$ cat config.mk
export PLATFORM = sky130hd
export DESIGN_NAME = multi_digit_seg_driver
export DESIGN_NICKNAME = d
export VERILOG_FILES = /design/src/rtl/multi_digit_seg_driver.sv
export SDC_FILE = /design/constraint.sdc
export NUM_CORES = 1
export LEC_CHECK = 0
export ABC_AREA = 1
export BUFFER_PORTS_ARGS = -buffer_cell sky130_fd_sc_hd__buf_2
export CAP_MARGIN = 20
export CELL_PAD_IN_SITES_DETAIL_PLACEMENT = 1
export CELL_PAD_IN_SITES_GLOBAL_PLACEMENT = 1
export CORE_MARGIN = 2
export CORE_UTILIZATION = 40
export DETAILED_ROUTE_END_ITERATION = 8
export PLACE_DENSITY_LB_ADDON = 0.2
export RECOVER_POWER = 100
export SYNTH_ARGS = -nofsm -noshare
export SYNTH_HDL_FRONTEND = slang
export SYNTH_SLANG_ARGS = --single-unit
$ cat constraint.sdc
create_clock -name clk -period 2.35 [get_ports clk]
set_input_delay 0.47 -clock clk [delete_from_list [all_inputs] [get_ports clk]]
set_output_delay 0.47 -clock clk [all_outputs]
set_load 0.01 [all_outputs]
$ cat src/rtl/multi_digit_seg_driver.sv
// Multiplexed seven-segment driver for the parking counter display.
// The binary input is converted to BCD bit-serially; the display is scanned one digit at a time.
module multi_digit_seg_driver #(
    parameter int unsigned NUM_DIGITS    = 4,
    parameter int unsigned BIN_WIDTH     = 14,
    parameter int unsigned SCAN_DIV      = 50000,
    parameter int unsigned BLANK_LEADING = 1
) (
    input  logic                  clk,
    input  logic                  reset,
    input  logic [BIN_WIDTH-1:0]  value,
    input  logic                  load,
    output logic                  busy,
    output logic                  overflow,
    output logic [6:0]            seg,
    output logic [NUM_DIGITS-1:0] an
);

    localparam int unsigned BcdW     = 4 * NUM_DIGITS;
    localparam int unsigned BitCntW  = $clog2(BIN_WIDTH + 1);
    localparam int unsigned ScanCntW = (SCAN_DIV > 1) ? $clog2(SCAN_DIV) : 1;
    localparam int unsigned IdxW     = (NUM_DIGITS > 1) ? $clog2(NUM_DIGITS) : 1;

    localparam logic [6:0] SegBlank = 7'b1111111;
    localparam logic [6:0] SegDash  = 7'b0111111;
    localparam logic [6:0] SegZero  = 7'b1000000;

    function automatic logic [63:0] pow10(input int unsigned n);
        logic [63:0] r;
        r = 64'd1;
        for (int unsigned i = 0; i < n; i++) begin
            r = r * 64'd10;
        end
        return r;
    endfunction

    // Smallest value that no longer fits in NUM_DIGITS decimal digits.
    localparam logic [63:0] OvfLimit = pow10(NUM_DIGITS);

    function automatic logic [6:0] seg_decode(input logic [3:0] nib);
        logic [6:0] s;
        case (nib)
            4'd0:    s = 7'b1000000;
            4'd1:    s = 7'b1111001;
            4'd2:    s = 7'b0100100;
            4'd3:    s = 7'b0110000;
            4'd4:    s = 7'b0011001;
            4'd5:    s = 7'b0010010;
            4'd6:    s = 7'b0000010;
            4'd7:    s = 7'b1111000;
            4'd8:    s = 7'b0000000;
            4'd9:    s = 7'b0010000;
            default: s = SegBlank;
        endcase
        return s;
    endfunction

    typedef enum logic [1:0] {
        StIdle,
        StShift,
        StCommit
    } state_e;

    state_e               state_q;
    logic [BIN_WIDTH-1:0] bin_q;
    logic [BcdW-1:0]      work_q;
    logic [BitCntW-1:0]   bits_q;
    logic                 ovf_pend_q;
    logic [BcdW-1:0]      disp_q;
    logic [ScanCntW-1:0]  scan_cnt_q;
    logic [IdxW-1:0]      idx_q;

    logic [BcdW-1:0]       work_adj;
    logic                  value_ovf;
    logic [IdxW-1:0]       idx_nxt;
    logic                  scan_wrap;
    logic [BcdW-1:0]       disp_shift;
    logic [3:0]            sel_nib;
    logic                  upper_zero;
    logic [6:0]            seg_nxt;
    logic [NUM_DIGITS-1:0] an_nxt;

    // Add-3 correction applied to every nibble before each shift.
    always_comb begin
        work_adj = work_q;
        for (int unsigned i = 0; i < NUM_DIGITS; i++) begin
            if (work_q[4*i +: 4] >= 4'd5) begin
                work_adj[4*i +: 4] = work_q[4*i +: 4] + 4'd3;
            end
        end
    end

    assign value_ovf = (64'(value) >= OvfLimit);

    always_ff @(posedge clk) begin
        if (reset) begin
            state_q    <= StIdle;
            bin_q      <= '0;
            work_q     <= '0;
            bits_q     <= '0;
            ovf_pend_q <= 1'b0;
            disp_q     <= '0;
            overflow   <= 1'b0;
            busy       <= 1'b0;
        end else begin
            unique case (state_q)
                StIdle: begin
                    if (load) begin
                        bin_q      <= value;
                        work_q     <= '0;
                        bits_q     <= BitCntW'(BIN_WIDTH);
                        ovf_pend_q <= value_ovf;
                        busy       <= 1'b1;
                        state_q    <= StShift;
                    end
                end
                StShift: begin
                    // Carry out of the top nibble is dropped; ovf_pend_q covers that case.
                    work_q <= {work_adj[BcdW-2:0], bin_q[BIN_WIDTH-1]};
                    bin_q  <= bin_q << 1;
                    bits_q <= bits_q - 1'b1;
                    if (bits_q == BitCntW'(1)) begin
                        state_q <= StCommit;
                    end
                end
                StCommit: begin
                    disp_q   <= work_q;
                    overflow <= ovf_pend_q;
                    busy     <= 1'b0;
                    state_q  <= StIdle;
                end
                default: begin
                    state_q <= StIdle;
                    busy    <= 1'b0;
                end
            endcase
        end
    end

    assign scan_wrap = (scan_cnt_q == ScanCntW'(SCAN_DIV - 1));

    always_comb begin
        if (idx_q == IdxW'(NUM_DIGITS - 1)) begin
            idx_nxt = '0;
        end else begin
            idx_nxt = idx_q + 1'b1;
        end
    end

    // Selected digit sits in the low nibble; the rest are the more significant digits.
    assign disp_shift = disp_q >> {idx_nxt, 2'b00};
    assign sel_nib    = disp_shift[3:0];
    assign upper_zero = (disp_shift == '0);

    always_comb begin
        seg_nxt = seg_decode(sel_nib);
        if (overflow) begin
            seg_nxt = SegDash;
        end else if ((BLANK_LEADING != 0) && (idx_nxt != '0) && upper_zero) begin
            seg_nxt = SegBlank;
        end
    end

    assign an_nxt = ~(NUM_DIGITS'(1) << idx_nxt);

    always_ff @(posedge clk) begin
        if (reset) begin
            scan_cnt_q <= '0;
            idx_q      <= '0;
            an         <= ~NUM_DIGITS'(1);
            seg        <= SegZero;
        end else if (scan_wrap) begin
            scan_cnt_q <= '0;
            idx_q      <= idx_nxt;
            an         <= an_nxt;
            seg        <= seg_nxt;
        end else begin
            scan_cnt_q <= scan_cnt_q + 1'b1;
        end
    end

endmodule
; Yosys cells after proc, flatten, opt, wreduce, memory -nomap -nowiden
; Memories as Yosys holds them, arrays and structs flattened.
; Index checks and enable logic that the tools add are counted.
; W data, S select, Z words.
[classes]
shift = 2
eq_ne = 7
mux = 18
n_reduce_logical = 10
bitwise = 2
magnitude_cmp = 5
n_mul = 0
n_div = 0
addsub = 7
[op_table]
columns = op, n
row1 = $pmux W16 S2, 1
row2 = $pmux W14 S2, 1
row3 = $add A16 B1 Y16 const B, 1
row4 = $eq A16 B16 Y1 const B, 1
row5 = $ge A4 B3 Y1 const B, 4
row6 = $logic_not A16 Y1, 1
row7 = $mux W16, 1
row8 = $mux W4, 4
row9 = $shr A16 B4 Y16, 1
row10 = $ge A14 B14 Y1 const B, 1
row11 = $mux W14, 1
row12 = $mux W7, 2
row13 = $add A4 B2 Y4 const B, 3
row14 = $pmux W4 S2, 1
row15 = $reduce_and A2 Y1, 4
row16 = $mux W2, 3
row17 = $eq A2 B2 Y1 const B, 2
row18 = $eq A4 B1 Y1 const B, 1
row19 = $ne A2 B2 Y1 const B, 2
row20 = $not A4 Y4, 1
row21 = $pmux W2 S2, 1
row22 = $reduce_bool A2 Y1, 2
row23 = $shl A1 B2 Y4 const A, 1
row24 = $sub A4 B1 Y4 const B, 1
row25 = other kinds (10), 10
[word_totals]
input_bits = 17
romBits = 112
memories = 1
latchBits = 0
ramBits = 0
output_inout_bits = 13
word_cells = 64
regBits = 84
[mem_list]
columns = memory, words, width, rd, rd_clocked_by_memory_dff, wr, line
row1 = (name not given), 16, 7, 1, 0, 0, 42  ; case (nib)

; Logic depth before layout (Yosys ltp)
; Gate-level depths: netlist of the first run.
[logic_depth]
ltp_word = 7
ltp_mapped = 17
mapped_depth_nobuf = 15

; Worst setup path after synthesis of the first run
; Ideal clock, no wire load.
[synth_path]
path_kind = register to register
startpoint = register idx_q[0]
endpoint = register seg[0]
t_arrival_ps = 2150
setup_time_ps = 64
synth_period_minus_slack_ps = 2214
stages_incl_launch_ff = 15
n_path_buf = 2
required_time_ps = 2286
setup_slack_ps = 136
path_cell_list = dfxtp_1 -> buf_6 -> inv_6 -> buf_12 -> ha_1 -> inv_2 -> nand3_1 -> nand2_2 -> ha_1 -> nand4_1 -> nor3_1 -> nand2_2 -> nand2_2 -> nor2_1 -> nor2_1
[synth_between]
elab_chain_len = 7
elab_cells_between_ends = 10
classes_between = add/sub: 1 / eq/ne: 1 / shift: 1 / mux: 3 / reduce/logical: 3 / memory: 1
[synth_rtl]
columns = element, line
row1 = start: declaration, 71  ; logic [IdxW-1:0] idx_q;
row2 = start signal: assignment, 174  ; idx_q <= idx_nxt;
row3 = $add A2 B1 Y2 or $eq A2 B2 Y1 (tied branches), "146, 143"
row4 = $mux W2 *, 143  ; if (idx_q == IdxW'(NUM_DIGITS - 1)) begin
row5 = net idx_nxt[1], 75  ; logic [IdxW-1:0] idx_nxt;
row6 = branches (longest 3 deep; another with $mem_v2 Z16 W7), --
row7 = $mux W7 *, 159  ; end else if ((BLANK_LEADING != 0) && (idx_nxt != '0) && upper_zero) begin
row8 = $mux W7 *, 157  ; if (overflow) begin
row9 = end signal: assignment, 171  ; seg <= SegZero;
row10 = end signal: assignment, 176  ; seg <= seg_nxt;
row11 = end: declaration, 15  ; output logic [6:0] seg,
; Mark *: on every way through the listed nets, which the timed path passes.
; A chain may end at the register's enable or synchronous reset.

; Final worst setup path of the first run
[layout_path]
startpoint = register idx_q[0]
endpoint = register seg[3]
; Same word-level chain as after synthesis.

==> key figures, run 1 <==
Clocking
  • Clock sink count: 84
  • Clock-pin slew on the worst setup and hold paths: 0.09 ns
  • Postcts setup bufs: 0
  • H-tree depth: 3
  • Clk Latency, worst-skew pair: 0.36 ns
  • CTS tree: built
  • Num CTS Buffers: 9
  • Resized cells post-CTS: 0
  • Clock buffer depth: 2
  • Hold-fix buffers at CTS: 0
  • Root Driver: clkbuf_8

Worst setup path
  • Highest cell delay on the worst timing path: 0.35 ns
  • Required @ worst endpoint: 2.65 ns
  • Critical path peak fanout: 14
  • Setup CP Type: reg2reg
  • Startpoint Class: flop
  • Slowest-stage cell, CP: dfxtp_2
  • Crit path cell chain: inv_6 > ha_2 > inv_4 > nand3_1 > nand2_4 > ha_1 > nand4_1 > nor3_2 > nand2_2 > nand2_2 > nor2_1 > nor2_1
  • Setup crit end kind: flop
  • Worst Path Arrival: 2.40 ns

Cells and area
  • Final Core Density: 45.4%
  • Post-Layout Cell Count: 750
  • Most frequent cells in the layout: 115 x nand2_1, 83 x dfxtp_1, 70 x a21oi_1
  • Final Cell Area: 4670 µm²
  • Final #Nets: 646
  • Filler Cells Inserted: 1358
  • Antenna diodes: 0
  • Commonest non-fill, non-tap cell in the layout: nand2_1
  • Share of cells above drive strength 1: 10.6%
  • Area Growth Syn to Fin: 10.7%

Global routing
  • Total congestion overflow: 0
  • Largest net degree at the start of global routing: 46
  • First-pass GRT wire length: 17700 µm
  • Vias in the first global route: 3922
  • Initial antenna violation count: 0
  • GRT Util Overall: 19.0%

Floorplanning
  • Core ar.: 10300 µm²
  • Row count: 37
  • Initial core utilization: 41.0%
  • Die width: 107 µm
  • Full die area: 11400 µm²
  • Height of the die: 107 µm
  • I/O Pins: 30

Timing
  • Fin crit share: 89.4%
  • Setup TNS: 0 ns
  • RSZ-0062 raised after global routing: false
  • Final hold slack: 0.371 ns
  • Hold Fails Final Rpt: 0
  • Slew Viols, Final: 0
  • Final setup fails: 0
  • Slew HR: 24.2%
  • Setup slack after layout: 0.249 ns
  • Max frequency: 476 MHz
  • Slew of the pin with the lowest slew margin: 1.14 ns
  • Final Critical Period: 2.10 ns
  • Worst Clk Skew: 0.0112 ns

Power and ir drop
  • Total Power: 2.76 mW
  • Peak VDD IR: 0.308 mV
  • PwrDens: 592 nW/µm²
  • Lkg Pwr: 1.87 nW

Detailed routing
  • DRT Wirelength: 10300 µm
  • Routed WL per cell: 13.7 µm
  • Initial drt markers: 178
  • DR vias: 3774
  • Mean number of vias per cell: 5.03
  • ANT nets after route: 0
  • DRT Pass-1 Iters: 4
  • Residual DRC count: 0

Synth
  • Cell taking the most area after synthesis: dfxtp_1
  • Post-synthesis sequential area ratio: 39.9%
  • Number of distinct library cells after synthesis: 38
  • Post-synth top area share: 39.9%
  • Cells after Synth: 582
  • Synthesized net count: 619
  • Synth Register Bits: 84
  • Mean Syn Cell Area: 7.24 µm²
  • Ranking of synthesized cells by area: dfxtp_1 40%, nand2_1 10%, a21oi_1 8.3%
  • Synth Warn #: 0
  • Synth Cell Area: 4210 µm²

Place
  • GP Congestion: 0.808
  • Cells after DPL: 734
  • Port Buf Inserts: 29
  • Post-DP HPWL: 7500 µm
  • Placed Area: 4480 µm²
  • Setup slack at placement: 0.0784 ns

Status
  • Status: finished, final reports clean

Flow run
  • Max-Cap Viols: 0

Hold path
  • HP Class: in2reg
[cell usage after synthesis (all sizes together)]
master / n
clkinv: 1
o211ai: 1
a22oi: 12
nand4: 7
o21ai: 44
clkbuf: 9
ha: 20
a31oi: 4
dfxtp: 84
xor2: 3
a21oi: 71
nand3b: 1
o21a: 1
nor3: 11
a211oi: 1
xnor2: 1
nor3b: 1
nand2: 126
inv: 70
or2: 2
nor4: 2
nand3: 48
nor2: 49
a221oi: 1
buf: 12
[final cells by class]
class / count / area (µm²) / share of cell area [%]
Clock inverter: 6 / 70.1 / 1.50
Inverter: 71 / 274 / 5.87
Multi-Input combinational cell: 406 / 2160 / 46.2
Timing Repair Buffer: 37 / 176 / 3.78
Clock buffer: 10 / 138 / 2.95
Tap cell: 136 / 170 / 3.65
Sequential cell: 84 / 1680 / 36.1
[final timing paths]
path                            from                    end  slack [ns]  depth (start not counted)
min                         value[0]  bin_q[0]$_SDFFE_PP0P_        0.37                          3
max            idx_q[0]$_SDFFE_PP0P_    seg[3]$_SDFFE_PP0P_        0.25                         12
min reg2reg  ovf_pend_q$_SDFFE_PP0P_  overflow$_SDFFE_PP0N_        0.45                          2
max reg2reg    idx_q[0]$_SDFFE_PP0P_    seg[3]$_SDFFE_PP0P_        0.25                         12
[metal layers]
metal | share of wire [%] | GRT usage, % | wire length (µm) | vias to the layer above
li1 | - | - | - | 1969
met2 | 51 | 35.2 | 5260 | 32
met5 | 0 | 0 | 0 | -
met3 | 2.0 | 3.22 | 201 | 7
met1 | 46 | 22.6 | 4720 | 1766
met4 | 0.81 | 5.29 | 83 | 0
[worst max-delay path, delay by kind of cell, from the launching register on]
kind          cells  cell delay (ns)
flops             1             0.35
simple gates      8             0.92
buf+inv           2             0.24
fa+ha+maj         2             0.53
[state kept, by name, indices dropped and copies added (netlist names), 4 cells and up]
signal	cells
disp_q	16
scan_cnt_q	16
work_q	16
bin_q	14
seg	7
an	4
bits_q	4
[power by group]
part / leakage (nW) / internal [mW] / switching, mW
Combinational: 1.08 / 0.0618 / 0.132
Clock: 0.108 / 0.532 / 0.558
Sequential: 0.682 / 1.46 / 0.0202
[cell families (layout without fill, tap and decap cells)]
kind of cell | after synthesis | in the layout | share of synthesized area (%)
AO/OA/AOI/OAI | 135 | 135 | 17.6
adder cells (fa/ha/maj) | 20 | 20 | 5.94
buffers and inverters | 92 | 124 | 9.35
AND/OR/NAND/NOR | 247 | 247 | 26.4
XOR/XNOR | 4 | 4 | 0.832
flip-flops | 84 | 84 | 39.9
Power figures use the tool's default switching activity.
==> inputs of run 2 (changes only) <==
ABC_AREA = 0   (was 1)
CELL_PAD_IN_SITES_DETAIL_PLACEMENT = not set   (was 1)
CELL_PAD_IN_SITES_GLOBAL_PLACEMENT = not set   (was 1)
CORE_UTILIZATION = 54   (was 40)
==> key figures, run 2 <==
Place
  • Port Buf Inserts: 29 (unchanged)
  • Post-DP HPWL: 5600 µm (was 7500 µm)
  • Setup slack at placement: -0.274 ns (was 0.0784 ns)
  • GP Congestion: 0.821 (was 0.808)
  • Cells after DPL: 586 (was 734)
  • Placed Area: 4270 µm² (was 4480 µm²)

Timing
  • Setup TNS: -1.51 ns (was 0 ns)
  • Fin crit share: 111% (was 89.4%)
  • Final setup fails: 7 (was 0)
  • Final hold slack: 0.353 ns (was 0.371 ns)
  • Slew of the pin with the lowest slew margin: 0.956 ns (was 1.14 ns)
  • Worst Clk Skew: 0.0162 ns (was 0.0112 ns)
  • Final Critical Period: 2.60 ns (was 2.10 ns)
  • Slew Viols, Final: 0 (unchanged)
  • Max frequency: 385 MHz (was 476 MHz)
  • Hold Fails Final Rpt: 0 (unchanged)
  • RSZ-0062 raised after global routing: true (was false)
  • Setup slack after layout: -0.248 ns (was 0.249 ns)
  • Slew HR: 36.0% (was 24.2%)

Synth
  • Ranking of synthesized cells by area: dfxtp_1 43%, nand2_1 8.4%, ha_1 6.3% (was dfxtp_1 40%, nand2_1 10%, a21oi_1 8.3%)
  • Mean Syn Cell Area: 8.47 µm² (was 7.24 µm²)
  • Top_reg_cell synth: dfxtp_1 (unchanged)
  • Synth cell count leaders: 88 x nand2_1, 84 x dfxtp_1, 50 x nor2_1 (was 114 x nand2_1, 84 x dfxtp_1, 70 x a21oi_1)
  • Post-synth top area share: 42.6% (was 39.9%)
  • Post-synth EDFFs: 0 (unchanged)
  • Synth Register Bits: 84 (unchanged)
  • Synth Cell Area: 3950 µm² (was 4210 µm²)
  • Synthesized net count: 503 (was 619)
  • Synth Warn #: 0 (unchanged)
  • Cell taking the most area after synthesis: dfxtp_1 (unchanged)
  • FFs w/ async S/R, synth: 0% (unchanged)
  • Number of distinct library cells after synthesis: 48 (was 38)
  • Cells after Synth: 466 (was 582)
  • Post-synthesis sequential area ratio: 42.6% (was 39.9%)
  • Most frequent cell after synthesis: nand2_1 (unchanged)

Status
  • Violated checks: negative setup slack
  • Status: finished with violations (was finished, final reports clean)

Floorplanning
  • Height of the die: 89.5 µm (was 107 µm)
  • Initial core utilization: 55.0% (was 41.0%)
  • I/O Pins: 30 (unchanged)
  • Die width: 89.5 µm (was 107 µm)
  • Row count: 31 (was 37)
  • Full die area: 8010 µm² (was 11400 µm²)
  • Core ar.: 7180 µm² (was 10300 µm²)

Detailed routing
  • ANT nets after route: 0 (unchanged)
  • Mean number of vias per cell: 5.33 (was 5.03)
  • Routed WL per cell: 12.9 µm (was 13.7 µm)
  • DRT Pass-1 Iters: 4 (unchanged)
  • DR vias: 3238 (was 3774)
  • Residual DRC count: 0 (unchanged)
  • Initial drt markers: 215 (was 178)
  • DRT Wirelength: 7860 µm (was 10300 µm)

Power and ir drop
  • Clock power share: 35.2% (was 39.4%)
  • Total Power: 2.58 mW (was 2.76 mW)
  • Peak VDD IR: 0.247 mV (was 0.308 mV)
  • Gate power share: 7.0% (about the same)
  • Psw: 665 µW (was 710 µW)
  • Reg power frac: 57.8% (was 53.6%)
  • Lkg Pwr: 1.68 nW (was 1.87 nW)
  • Switch share: 25.8% (was 25.7%)
  • PwrDens: 575 nW/µm² (was 592 nW/µm²)
  • P_int: 1.92 mW (was 2.05 mW)

Cells and area
  • Area Growth Syn to Fin: 13.8% (was 10.7%)
  • Final Core Density: 62.6% (was 45.4%)
  • Antenna diodes: 0 (unchanged)
  • Commonest non-fill, non-tap cell in the layout: nand2_1 (unchanged)
  • Final #Nets: 541 (was 646)
  • Final Cell Area: 4490 µm² (was 4670 µm²)
  • Leading registers by flop count: disp_q x16, scan_cnt_q x16, work_q x16 (unchanged)
  • Share of cells above drive strength 1: 15.3% (was 10.6%)
  • Post-Layout Cell Count: 608 (was 750)
  • Most frequent cells in the layout: 88 x nand2_1, 82 x dfxtp_1, 50 x nor2_1 (was 115 x nand2_1, 83 x dfxtp_1, 70 x a21oi_1)

Worst setup path
  • End of the worst register-to-register path: seg[3]$_SDFFE_PP0P_ (unchanged)
  • CP Capture Point: seg[3]$_SDFFE_PP0P_ (unchanged)
  • Highest cell delay on the worst timing path: 0.52 ns (was 0.35 ns)
  • Worst Path Arrival: 2.87 ns (was 2.40 ns)
  • Startpoint Class: flop (unchanged)
  • Setup crit end kind: flop (unchanged)
  • Required @ worst endpoint: 2.62 ns (was 2.65 ns)
  • Most common cell on crit path: ha_4
  • Critical path's top delay family: simple AND/OR/NAND/NOR gates (unchanged)
  • Critical path peak fanout: 4 (was 14)
  • Setup CP Type: reg2reg (unchanged)
  • Buf/Inv on CP: 2 (unchanged)
  • Slowest-stage cell, CP: mux4_2 (was dfxtp_2)
  • R2r setup slk: -0.25 ns (was 0.25 ns)
  • Crit path cell chain: inv_4 > ha_4 > mux4_2 > inv_2 > ha_4 > or4b_4 > a211oi_4 > and2b_4 > a221oi_2 (was inv_6 > ha_2 > inv_4 > nand3_1 > nand2_4 > ha_1 > nand4_1 > nor3_2 > nand2_2 > nand2_2 > nor2_1 > nor2_1)
  • CP startpoint: idx_q[0]$_SDFFE_PP0P_ (unchanged)
  • FF-to-FF Start: idx_q[0]$_SDFFE_PP0P_ (unchanged)
  • Worst path depth: 9 (was 12)
  • R2r worst-path depth: 9 (was 12)

Clocking
  • Clock buffer depth: 2 (unchanged)
  • Clock-pin slew on the worst setup and hold paths: 0.09 ns (about the same)
  • CTS tree: built (unchanged)
  • Hold-fix buffers at CTS: 0 (unchanged)
  • Clk Latency, worst-skew pair: 0.36 ns (about the same)
  • H-tree depth: 3 (unchanged)
  • Root Driver: clkbuf_8 (unchanged)
  • Clock sink count: 84 (unchanged)
  • Num CTS Buffers: 9 (unchanged)

Flow run
  • Max-Cap Viols: 0 (unchanged)

Global routing
  • Largest net degree at the start of global routing: 31 (was 46)
  • Initial antenna violation count: 0 (unchanged)
  • Vias in the first global route: 2809 (was 3922)
  • GRT Util Overall: 20.9% (was 19.0%)
  • First-pass GRT wire length: 13000 µm (was 17700 µm)
  • Total congestion overflow: 0 (unchanged)

Hold path
  • HP Class: in2reg (unchanged)
-- run 2: worst register-to-register path: stages (launching register included) --
cell	delay (ns)
dfxtp_2	0.36
inv_4	0.04
ha_4	0.27
mux4_2	0.52
inv_2	0.10
ha_4	0.13
or4b_4	0.47
a211oi_4	0.18
and2b_4	0.24
a221oi_2	0.21
-- run 2: power groups by stage --
stage / registers, mW / logic (mW) / clock network (mW)
after floorplan: 1.52 / 0.132 / 0
after global placement: 1.53 / 0.178 / 0
after detailed placement: 1.53 / 0.183 / 0
after CTS: 1.49 / 0.184 / 0.935
after global routing: 1.50 / 0.206 / 1.00
final: 1.49 / 0.181 / 0.908
-- run 2: worst min path at each step --
| stage | end | start | cells after the start | slack (ns) |
|---|---|---|---|---|
| floorplan | scan_cnt_q[0]$_SDFF_PP0_ | scan_cnt_q[0]$_SDFF_PP0_ | 1 | 0.43 |
| global placement | scan_cnt_q[0]$_SDFF_PP0_ | scan_cnt_q[0]$_SDFF_PP0_ | 1 | 0.44 |
| detailed placement | ovf_pend_q$_SDFFE_PP0P_ | ovf_pend_q$_SDFFE_PP0P_ | 2 | 0.45 |
| CTS | bin_q[0]$_SDFFE_PP0P_ | value[0] | 3 | 0.34 |
| global route | bin_q[0]$_SDFFE_PP0P_ | value[0] | 3 | 0.34 |
| finish | bin_q[0]$_SDFFE_PP0P_ | value[0] | 3 | 0.35 |
-- run 2: repair_timing --
action	4_1_cts	5_1_grt
gates resized for setup	4	4
endpoints found under the setup margin	7	7
setup buffers	5	1
pin swaps	4	2
-- run 2: kinds of logic (layout without fill, tap and decap cells) --
| group | after synthesis | count (layout) | synth area share, % |
|---|---|---|---|
| mux | 7 | 7 | 3.30 |
| buf+inv | 48 | 91 | 4.82 |
| fa+ha+maj | 20 | 20 | 6.34 |
| compound gates | 90 | 90 | 15.5 |
| flops | 84 | 84 | 42.6 |
| simple gates | 194 | 194 | 22.4 |
| xor+xnor | 23 | 23 | 5.10 |
-- run 2: routing by layer --
metal	GRT usage, %	vias to the layer above	share of wire, %
met5	0	-	0
met2	31.6	50	45
met4	8.41	0	1.9
met3	5.63	12	3.3
li1	-	1676	-
met1	28.3	1500	50
-- run 2: layout make-up --
| class | instances | area, µm² |
|---|---|---|
| multi-input combinational | 334 | 2130 |
| clock buffer | 11 | 131 |
| tap | 99 | 124 |
| timing repair buffer | 52 | 297 |
| clock inverter | 5 | 38.8 |
| fill | 627 | 2680 |
| inverter | 23 | 88.8 |
| sequential | 84 | 1680 |
